==> src/rtl/muldiv_unit.sv <==
// muldiv_unit: iterative multiply/divide unit for the execute stage.
// Runs MULT/MULTU/DIV/DIVU one bit per cycle and holds the HI/LO results.
// Signed operations work on magnitudes and fix the sign in a final cycle.
module muldiv_unit #(
    parameter int WORD_W = 32,
    localparam int CNT_W = $clog2(WORD_W) + 1
) (
    input  logic              CLK,
    input  logic              RST,
    input  logic              start,
    input  logic [1:0]        op,
    input  logic [WORD_W-1:0] A,
    input  logic [WORD_W-1:0] B,
    input  logic              flush,
    input  logic              wr_hi,
    input  logic              wr_lo,
    output logic              busy,
    output logic              done,
    output logic              divzero,
    output logic [WORD_W-1:0] HI,
    output logic [WORD_W-1:0] LO
);

    typedef enum logic [1:0] {
        S_IDLE = 2'd0,
        S_CALC = 2'd1,
        S_FIX  = 2'd2,
        S_DONE = 2'd3
    } state_t;

    // Conditional two's-complement negation of a single word.
    function automatic logic [WORD_W-1:0] cneg_word(input logic [WORD_W-1:0] v,
                                                    input logic              en);
        logic [WORD_W-1:0] r;
        if (en) begin
            r = (~v) + {{(WORD_W-1){1'b0}}, 1'b1};
        end else begin
            r = v;
        end
        return r;
    endfunction

    // Conditional two's-complement negation of a double-width product.
    function automatic logic [2*WORD_W-1:0] cneg_dword(input logic [2*WORD_W-1:0] v,
                                                       input logic                en);
        logic [2*WORD_W-1:0] r;
        if (en) begin
            r = (~v) + {{(2*WORD_W-1){1'b0}}, 1'b1};
        end else begin
            r = v;
        end
        return r;
    endfunction

    // Architectural and working state.
    state_t              state_q,   state_d;
    logic [CNT_W-1:0]    cnt_q,     cnt_d;
    logic [2*WORD_W-1:0] acc_q,     acc_d;     // product, or {remainder, quotient}
    logic [WORD_W-1:0]   opnd_q,    opnd_d;    // |multiplicand| or |divisor|
    logic                is_div_q,  is_div_d;
    logic                neg_lo_q,  neg_lo_d;  // product / quotient sign
    logic                neg_hi_q,  neg_hi_d;  // remainder sign (divide only)
    logic [WORD_W-1:0]   hi_q,      hi_d;
    logic [WORD_W-1:0]   lo_q,      lo_d;
    logic                busy_q,    busy_d;
    logic                done_q,    done_d;
    logic                divzero_q, divzero_d;

    // Helper nets for operand conditioning and one iteration step.
    logic                a_neg_s;
    logic                b_neg_s;
    logic [WORD_W-1:0]   abs_a_s;
    logic [WORD_W-1:0]   abs_b_s;
    logic                launch_s;
    logic                idle_like_s;
    logic [WORD_W:0]     mul_sum_s;
    logic [WORD_W:0]     rem_shift_s;
    logic [WORD_W-1:0]   rem_diff_s;
    logic                rem_ge_s;
    logic [2*WORD_W-1:0] prod_fix_s;

    assign busy    = busy_q;
    assign done    = done_q;
    assign divzero = divzero_q;
    assign HI      = hi_q;
    assign LO      = lo_q;

    // Operand magnitudes, launch qualification and the per-cycle datapath step.
    always_comb begin
        a_neg_s     = (op[0] == 1'b0) && A[WORD_W-1];
        b_neg_s     = (op[0] == 1'b0) && B[WORD_W-1];
        abs_a_s     = cneg_word(A, a_neg_s);
        abs_b_s     = cneg_word(B, b_neg_s);
        idle_like_s = (state_q == S_IDLE) || (state_q == S_DONE);
        launch_s    = start && !flush && idle_like_s;

        // Shift-add: add the multiplicand to the upper half when the current
        // multiplier bit (LSB of the accumulator) is set, then shift right.
        if (acc_q[0]) begin
            mul_sum_s = {1'b0, acc_q[2*WORD_W-1:WORD_W]} + {1'b0, opnd_q};
        end else begin
            mul_sum_s = {1'b0, acc_q[2*WORD_W-1:WORD_W]};
        end

        // Restoring division: shift the next dividend bit into the remainder
        // and subtract the divisor if it fits.
        rem_shift_s = {acc_q[2*WORD_W-1:WORD_W], acc_q[WORD_W-1]};
        rem_ge_s    = (rem_shift_s >= {1'b0, opnd_q});
        rem_diff_s  = rem_shift_s[WORD_W-1:0] - opnd_q;

        prod_fix_s  = cneg_dword(acc_q, neg_lo_q);
    end

    // Next-state and next-register computation for the whole unit.
    always_comb begin
        state_d   = state_q;
        cnt_d     = cnt_q;
        acc_d     = acc_q;
        opnd_d    = opnd_q;
        is_div_d  = is_div_q;
        neg_lo_d  = neg_lo_q;
        neg_hi_d  = neg_hi_q;
        hi_d      = hi_q;
        lo_d      = lo_q;
        divzero_d = divzero_q;

        case (state_q)
            S_IDLE, S_DONE: begin
                if (launch_s) begin
                    divzero_d = 1'b0;
                    if (op[1] && (B == {WORD_W{1'b0}})) begin
                        // Divide by zero short-circuits straight to DONE.
                        state_d   = S_DONE;
                        hi_d      = A;
                        lo_d      = {WORD_W{1'b1}};
                        divzero_d = 1'b1;
                    end else begin
                        state_d  = S_CALC;
                        cnt_d    = {CNT_W{1'b0}};
                        is_div_d = op[1];
                        neg_lo_d = a_neg_s ^ b_neg_s;
                        if (op[1]) begin
                            acc_d    = {{WORD_W{1'b0}}, abs_a_s};
                            opnd_d   = abs_b_s;
                            neg_hi_d = a_neg_s;
                        end else begin
                            acc_d    = {{WORD_W{1'b0}}, abs_b_s};
                            opnd_d   = abs_a_s;
                            neg_hi_d = a_neg_s ^ b_neg_s;
                        end
                    end
                end else begin
                    state_d = S_IDLE;
                end
                // Move-to writes take priority over any same-edge result.
                if (wr_hi) begin
                    hi_d = A;
                end else begin
                    hi_d = hi_d;
                end
                if (wr_lo) begin
                    lo_d = A;
                end else begin
                    lo_d = lo_d;
                end
            end
            S_CALC: begin
                if (flush) begin
                    state_d = S_IDLE;
                end else begin
                    if (is_div_q) begin
                        if (rem_ge_s) begin
                            acc_d = {rem_diff_s, acc_q[WORD_W-2:0], 1'b1};
                        end else begin
                            acc_d = {rem_shift_s[WORD_W-1:0], acc_q[WORD_W-2:0], 1'b0};
                        end
                    end else begin
                        acc_d = {mul_sum_s, acc_q[WORD_W-1:1]};
                    end
                    cnt_d = cnt_q + {{(CNT_W-1){1'b0}}, 1'b1};
                    if (cnt_q == CNT_W'(WORD_W - 1)) begin
                        state_d = S_FIX;
                    end else begin
                        state_d = S_CALC;
                    end
                end
            end
            S_FIX: begin
                if (flush) begin
                    state_d = S_IDLE;
                end else begin
                    // The accumulator is the staging register; the signed
                    // fix-up lands in HI/LO on the FIX->DONE edge.
                    state_d = S_DONE;
                    if (is_div_q) begin
                        hi_d = cneg_word(acc_q[2*WORD_W-1:WORD_W], neg_hi_q);
                        lo_d = cneg_word(acc_q[WORD_W-1:0], neg_lo_q);
                    end else begin
                        hi_d = prod_fix_s[2*WORD_W-1:WORD_W];
                        lo_d = prod_fix_s[WORD_W-1:0];
                    end
                end
            end
            default: begin
                state_d = S_IDLE;
            end
        endcase

        busy_d = (state_d == S_CALC) || (state_d == S_FIX);
        done_d = (state_d == S_DONE);
    end

    // State register with asynchronous reset; status outputs are registered.
    always_ff @(posedge CLK or posedge RST) begin
        if (RST) begin
            state_q   <= S_IDLE;
            cnt_q     <= {CNT_W{1'b0}};
            acc_q     <= {(2*WORD_W){1'b0}};
            opnd_q    <= {WORD_W{1'b0}};
            is_div_q  <= 1'b0;
            neg_lo_q  <= 1'b0;
            neg_hi_q  <= 1'b0;
            hi_q      <= {WORD_W{1'b0}};
            lo_q      <= {WORD_W{1'b0}};
            busy_q    <= 1'b0;
            done_q    <= 1'b0;
            divzero_q <= 1'b0;
        end else begin
            state_q   <= state_d;
            cnt_q     <= cnt_d;
            acc_q     <= acc_d;
            opnd_q    <= opnd_d;
            is_div_q  <= is_div_d;
            neg_lo_q  <= neg_lo_d;
            neg_hi_q  <= neg_hi_d;
            hi_q      <= hi_d;
            lo_q      <= lo_d;
            busy_q    <= busy_d;
            done_q    <= done_d;
            divzero_q <= divzero_d;
        end
    end

endmodule

==> config.mk <==
export PLATFORM = sky130hd
export DESIGN_NAME = muldiv_unit
export DESIGN_NICKNAME = d
export VERILOG_FILES = /design/src/rtl/muldiv_unit.sv
export SDC_FILE = /design/constraint.sdc
export NUM_CORES = 1
export LEC_CHECK = 0
export ABC_AREA = 1
export CORE_UTILIZATION = 50
export DETAILED_ROUTE_END_ITERATION = 10
export MAX_ROUTING_LAYER = met4
export PLACE_DENSITY_LB_ADDON = 0.3
export SKIP_LAST_GASP = 1
export SLEW_MARGIN = 20
export SYNTH_ARGS = -nofsm -noshare
export SYNTH_HDL_FRONTEND = slang
export SYNTH_SLANG_ARGS = --single-unit
==> constraint.sdc <==
create_clock -name CLK -period 5.85 [get_ports CLK]
set_input_delay 1.17 -clock CLK [delete_from_list [all_inputs] [get_ports CLK]]
set_output_delay 1.17 -clock CLK [all_outputs]
set_load 0.01 [all_outputs]
==> metrics, run 1 <==
status finished clean; sequential share of the synthesized area 22.5%; Die H 199 um; min Tclk post-route 3.85 ns; Slew @ Worst Pin 1.10 ns; Core Area 0.0378 mm^2; Synth Instances 3395; grt met3 use 11.1%; Pwr Total 6.09 mW; post-synth top area cell nand2_1; Final Core Density 57.1%; Rows 71; Pwr Density 282 mW/mm^2; ant diodes 0; Synth Cell Area 0.0193 mm^2; hold path endpoint LO[14]$_DFFE_PP0P_; Yosys warning count 0; met2 Usage GRT 60.1%; Fill cells 4014; remaining antenna violation count after routing 0; fin crit share 65.8%; Area contributors post-synth nand2_1, dfrtp_1, inv_1; Max-cap violations 0; Synth top area share 23.6%; hold_sp LO[14]$_DFFE_PP0P_; most frequent cells in the layout nand2_1, inv_1, nor2_1; Clock Pin Slew Worst Setup and Hold Paths 0.08 ns; commonest non-fill, non-tap cell in the layout nand2_1; GR Util All Layers 43.4%; reg-to-reg critical path endpoint acc_q[47]$_DFFE_PP0P_; Initial Util 51.1%; First-pass DRT Iterations 6; CTS Buffer Depth 2; DR iter-0 viols 3308; gr ovfl total 0; Startpoint Class primary input; Worst Path Arrival 4.25 ns; fin nets 3607; # IOs 139; leakage 11.3 nW; Min-Delay Path Class flop to flop; CTS root buf clkbuf_16; GR peak layer met2; Crit Reg-Reg Startpoint acc_q[55]$_DFFE_PP0P_; skew final 0.0162 ns; largest net degree at the start of global routing 95; first-pass GRT wire length 123000 um; port buffer count 138; Final Max Slew Viols 0; Avg Synthesized Cell Area 5.70 um^2; syn nets 3541; WHS Path Cells 2; H-tree levels 4; setup repair bufs after CTS 0; Post-CTS Hold Fix Bufs 0; R2R depth 11; DP Area 0.0210 mm^2; peak supply drop 0.243 mV; worst rel slew slack 26.8%; WL final 83300 um; Resize count post-CTS 0; DIE WIDTH 199 um; final hold violations 0; RSZ-0062 raised after global routing no; hold_ws 0.483 ns; final setup vio count 0; #FFs+latches synth 174; critical path endpoint category flop; Crit path largest cell delay 0.53 ns; final instance area 0.0216 mm^2; CP cell instances clkdlybuf4s50_1, inv_1, ha_1, nand3_1, nor2_1, nand2_1, nor3_2, nand3_1, nand3_2, buf_4, buf_4, nand2_1, nand2_1; Area Overhead vs Synth 11.6%; vias per cell 5.80; dpl hpwl 66400 um; Critical-path top delay cell nand3_2; # clock sinks 174; Crit Path Category primary input to flop; most used cell, CP nand2_1; initial antenna violation count 0; flop-to-flop setup slack 2.41 ns; Crit path required time 6.25 ns; setup TNS 0 ns; vias in the first global route 20500; die area 0.0395 mm^2; GPL Wtd Cong 1.13; CP Max Fanout 35; met1 global-route usage 57.1%; vias 23100; CTS tree built; Cell variety after synth 50; drc violations 0; Fmax achieved 260 MHz; DR WL/cell 20.9 um; CTS buffer count 17; share of post-route cells with drive strength above 1 3.46%; clk_lat worst skew 0.47 ns
-- through the flow --
stage | worst slack, ns | instances
2_1_floorplan | 2.46 | 3395
3_3_place_gp | 1.71 | 3953
3_5_place_dp | 1.61 | 3953
4_1_cts | 2.09 | 3984
5_1_grt | 1.79 | 3984
6_report | 2.00 | 3984
-- metal layers --
layer  wire, um  vias to the layer above
met5          0                        -
met4       5210                        0
met3      10900                      267
met2      33700                     1425
met1      33500                    10500
li1           -                    11000
-- area by class of cell --
class	count	area (um^2)	share of cell area [%]
clock inverters	13	181	0.840
repair buffers	160	1550	7.19
flip-flops and latches	174	4360	20.2
inverters	472	1780	8.22
well taps	511	639	2.96
clock buffers	18	429	1.99
multi-input cells	2636	12700	58.6
-- how the worst max path moves through the flow --
stage	start	cells past startpoint	slack [ns]	to
after CTS	B[0]	13	2.09	acc_q[40]$_DFFE_PP0P_
after global placement	B[0]	13	1.71	acc_q[56]$_DFFE_PP0P_
after global routing	B[0]	13	1.79	acc_q[51]$_DFFE_PP0P_
after floorplan	RST	1	2.46	HI[0]$_DFFE_PP0P_
final	B[0]	13	2.00	acc_q[49]$_DFFE_PP0P_
after detailed placement	B[0]	13	1.61	acc_q[50]$_DFFE_PP0P_
-- cells in the mapped netlist, drive strengths merged --
cell / n
and2: 5
nor3: 32
a21oi: 165
buf: 63
or2: 3
clkinv: 3
dfrtp: 174
a21boi: 16
o221ai: 6
and3: 2
o31ai: 10
fa: 2
o21bai: 8
nor2: 358
a22oi: 7
o21ai: 179
a22o: 3
xor2: 56
o211ai: 22
a21o: 2
a211oi: 1
inv: 469
nand3: 340
o21a: 5
clkbuf: 50
nor3b: 2
nand4: 68
nand3b: 17
xnor2: 18
nand2: 1224
ha: 72
nor4: 1
o22ai: 12
-- flip-flops by register name, indices dropped and copies added (netlist names) --
register  count
busy          1
acc_q        64
LO           32
neg_hi_q      1
opnd_q       32
cnt_q         6
is_div_q      1
neg_lo_q      1
HI           32
done          1
divzero       1
state_q       2
-- kinds of logic (layout without fill, tap and decap cells) --
family	after synthesis	count (layout)	share of synthesized area, %
simple gates	2052	2052	44.4
compound gates	436	436	12.8
flops	174	174	22.5
buf+inv	585	663	12.1
fa+ha+maj	74	74	4.86
xor+xnor	74	74	3.35
-- where the power goes --
group          internal, mW  total [mW]  leakage, nW  switching [mW]
Combinational          1.00        3.09         8.82            2.09
Clock                 0.682        1.25        0.295           0.564
Sequential             1.40        1.76         2.14           0.358
-- critical path, delay by kind of cell --
| family | cells | cell delay (ns) |
|---|---|---|
| simple gates | 8 | 1.47 |
| buf+inv | 4 | 1.38 |
| fa+ha+maj | 1 | 0.19 |
(Power assumes the default switching activity.)
==> run 2, diff against run 1 <==
Clock period 5.85 ns to 3.2 ns, I/O delays scaled along.
==> run 2 against run 1 <==
Compared with the run above: global-route usage increased by 1.4 points; clock skew decreased by 0.0012 ns; sequential share of layout area decreased by 0.51 points.
==> metrics, run 2 (synthesis results as in run 1) <==
status finished clean; met1 global-route usage 57.9%; max reg flops 64; Multi-input gate area 0.0127 mm^2; initial antenna violation count 3; Clock Pin Slew Worst Setup and Hold Paths 0.08 ns; setup TNS 0 ns; Crit Path Category flop to flop; GR Util All Layers 44.8%; Worst Slack Setup Final 0.293 ns; DIE WIDTH 199 um; skew final 0.0150 ns; final setup vio count 0; DR iter-0 viols 2956; most flop-heavy register acc_q; CTS root buf clkbuf_16; largest net degree at the start of global routing 64; Crit path largest cell delay 0.66 ns; dpl hpwl 70500 um; Place WS 0.123 ns; Critical path buffers and inverters 2; Worst Path Arrival 3.31 ns; Die H 199 um; WL final 85900 um; first-pass GRT wire length 126000 um; DR WL/cell 21.2 um; vias per cell 5.74; final hold violations 0; Core Area 0.0378 mm^2; setup repair bufs after CTS 0; GPL Wtd Cong 1.13; peak supply drop 0.441 mV; fin crit share 90.8%; fin nets 3674; critical path endpoint category flop; Area Overhead vs Synth 14.5%; hold_ws 0.490 ns; CTS tree built; port buffer count 138; post-route insts no fill 4053; CP cell instances ha_1, inv_1, fa_1, inv_1, nand2_1, nand2_1, and2_1, nand2_1, nand3_1, nand2_1, nand3_1, nand3_1, a21oi_1, nand2_1, nand2_1; dpl cells 4020; Pwr Total 11.2 mW; RSZ-0062 raised after global routing no; Pwr Density 504 mW/mm^2; Post-CTS Hold Fix Bufs 0; Slew @ Worst Pin 0.699 ns; vias in the first global route 20800; min Tclk post-route 2.91 ns; Resize count post-CTS 0; Initial Util 51.1%; Rows 71; most frequent cells in the layout nand2_1, inv_1, nor2_1; commonest non-fill, non-tap cell in the layout nand2_1; share of post-route cells with drive strength above 1 5.31%; First-pass DRT Iterations 6; Final Max Slew Viols 0; Sequential Area 0.00436 mm^2; # clock sinks 174; clk_lat worst skew 0.48 ns; Crit path required time 3.61 ns; leakage 11.6 nW; gr ovfl total 0; Critical-path top delay cell dfrtp_1; worst rel slew slack 53.3%; CP Max Fanout 9; CTS Buffer Depth 2; met2 Usage GRT 62.7%; H-tree levels 4; drc violations 0; # IOs 139; Fill cells 3910; CTS buffer count 17; GR peak layer met2; Max-cap violations 0; die area 0.0395 mm^2; remaining antenna violation count after routing 0; most used cell, CP nand2_1; grt met3 use 15.9%; vias 23200; Min-Delay Path Class flop to flop; Startpoint Class flop; Fmax achieved 344 MHz; CP delay by family, top simple AND/OR/NAND/NOR gates
run 2: cell types whose count changed in the layout (fill, tap and decap cells not counted), sizes merged:
cell,before,now
clkinvlp,2,5
clkbuf,18,17
buf,23,90
clkinv,8,4
inv,472,477
diode,0,2
bufinv,3,0
run 2: report_power, final:
part	switching, mW	total [mW]	internal (mW)
Clock	1.05	2.07	1.02
Sequential	0.568	3.13	2.56
Combinational	4.01	5.98	1.97
Total	5.63	11.2	5.55
run 2: stage by stage:
step / utilization, % / instance area (um^2)
2_1_floorplan: - / 19400
6_report: 58.5 / 22200
3_3_place_gp: 57.1 / 21600
5_1_grt: 58.5 / 22200
4_1_cts: 58.5 / 22200
3_5_place_dp: 57.1 / 21600
run 2: final cells by class:
cell class	instances	area share (%)
antenna	2	0.0226
tap	511	2.89
clock buffer	17	1.92
sequential	174	19.7
inverter	472	8.01
multi-input combinational	2636	57.1
clock inverter	14	0.559
timing repair buffer	227	9.79
run 2: path summary, 6_finish.rpt:
kind / slack (ns) / start / cells after the start / to
worst max-delay path: 0.29 / acc_q[32]$_DFFE_PP0P_ / 15 / acc_q[59]$_DFFE_PP0P_
worst min-delay path: 0.49 / HI[2]$_DFFE_PP0P_ / 2 / HI[2]$_DFFE_PP0P_
worst max register to register: 0.29 / acc_q[32]$_DFFE_PP0P_ / 15 / acc_q[59]$_DFFE_PP0P_
worst min register to register: 0.49 / HI[2]$_DFFE_PP0P_ / 2 / HI[2]$_DFFE_PP0P_
max in group asynchronous: 1.96 / RST / 3 / HI[14]$_DFFE_PP0P_
min in group asynchronous: 0.56 / RST / 2 / HI[15]$_DFFE_PP0P_
run 2: worst min-delay path, stage by stage (launching register included):
cell and delay, ns:
dfrtp_1 0.35, nand2_1 0.05, nand2_1 0.05
run 2: metal layers:
| layer | vias up | wire [um] |
|---|---|---|
| met2 | 1318 | 35400 |
| met5 | - | 0 |
| met1 | 10600 | 34600 |
| li1 | 11100 | - |
| met4 | 0 | 3860 |
| met3 | 220 | 12100 |
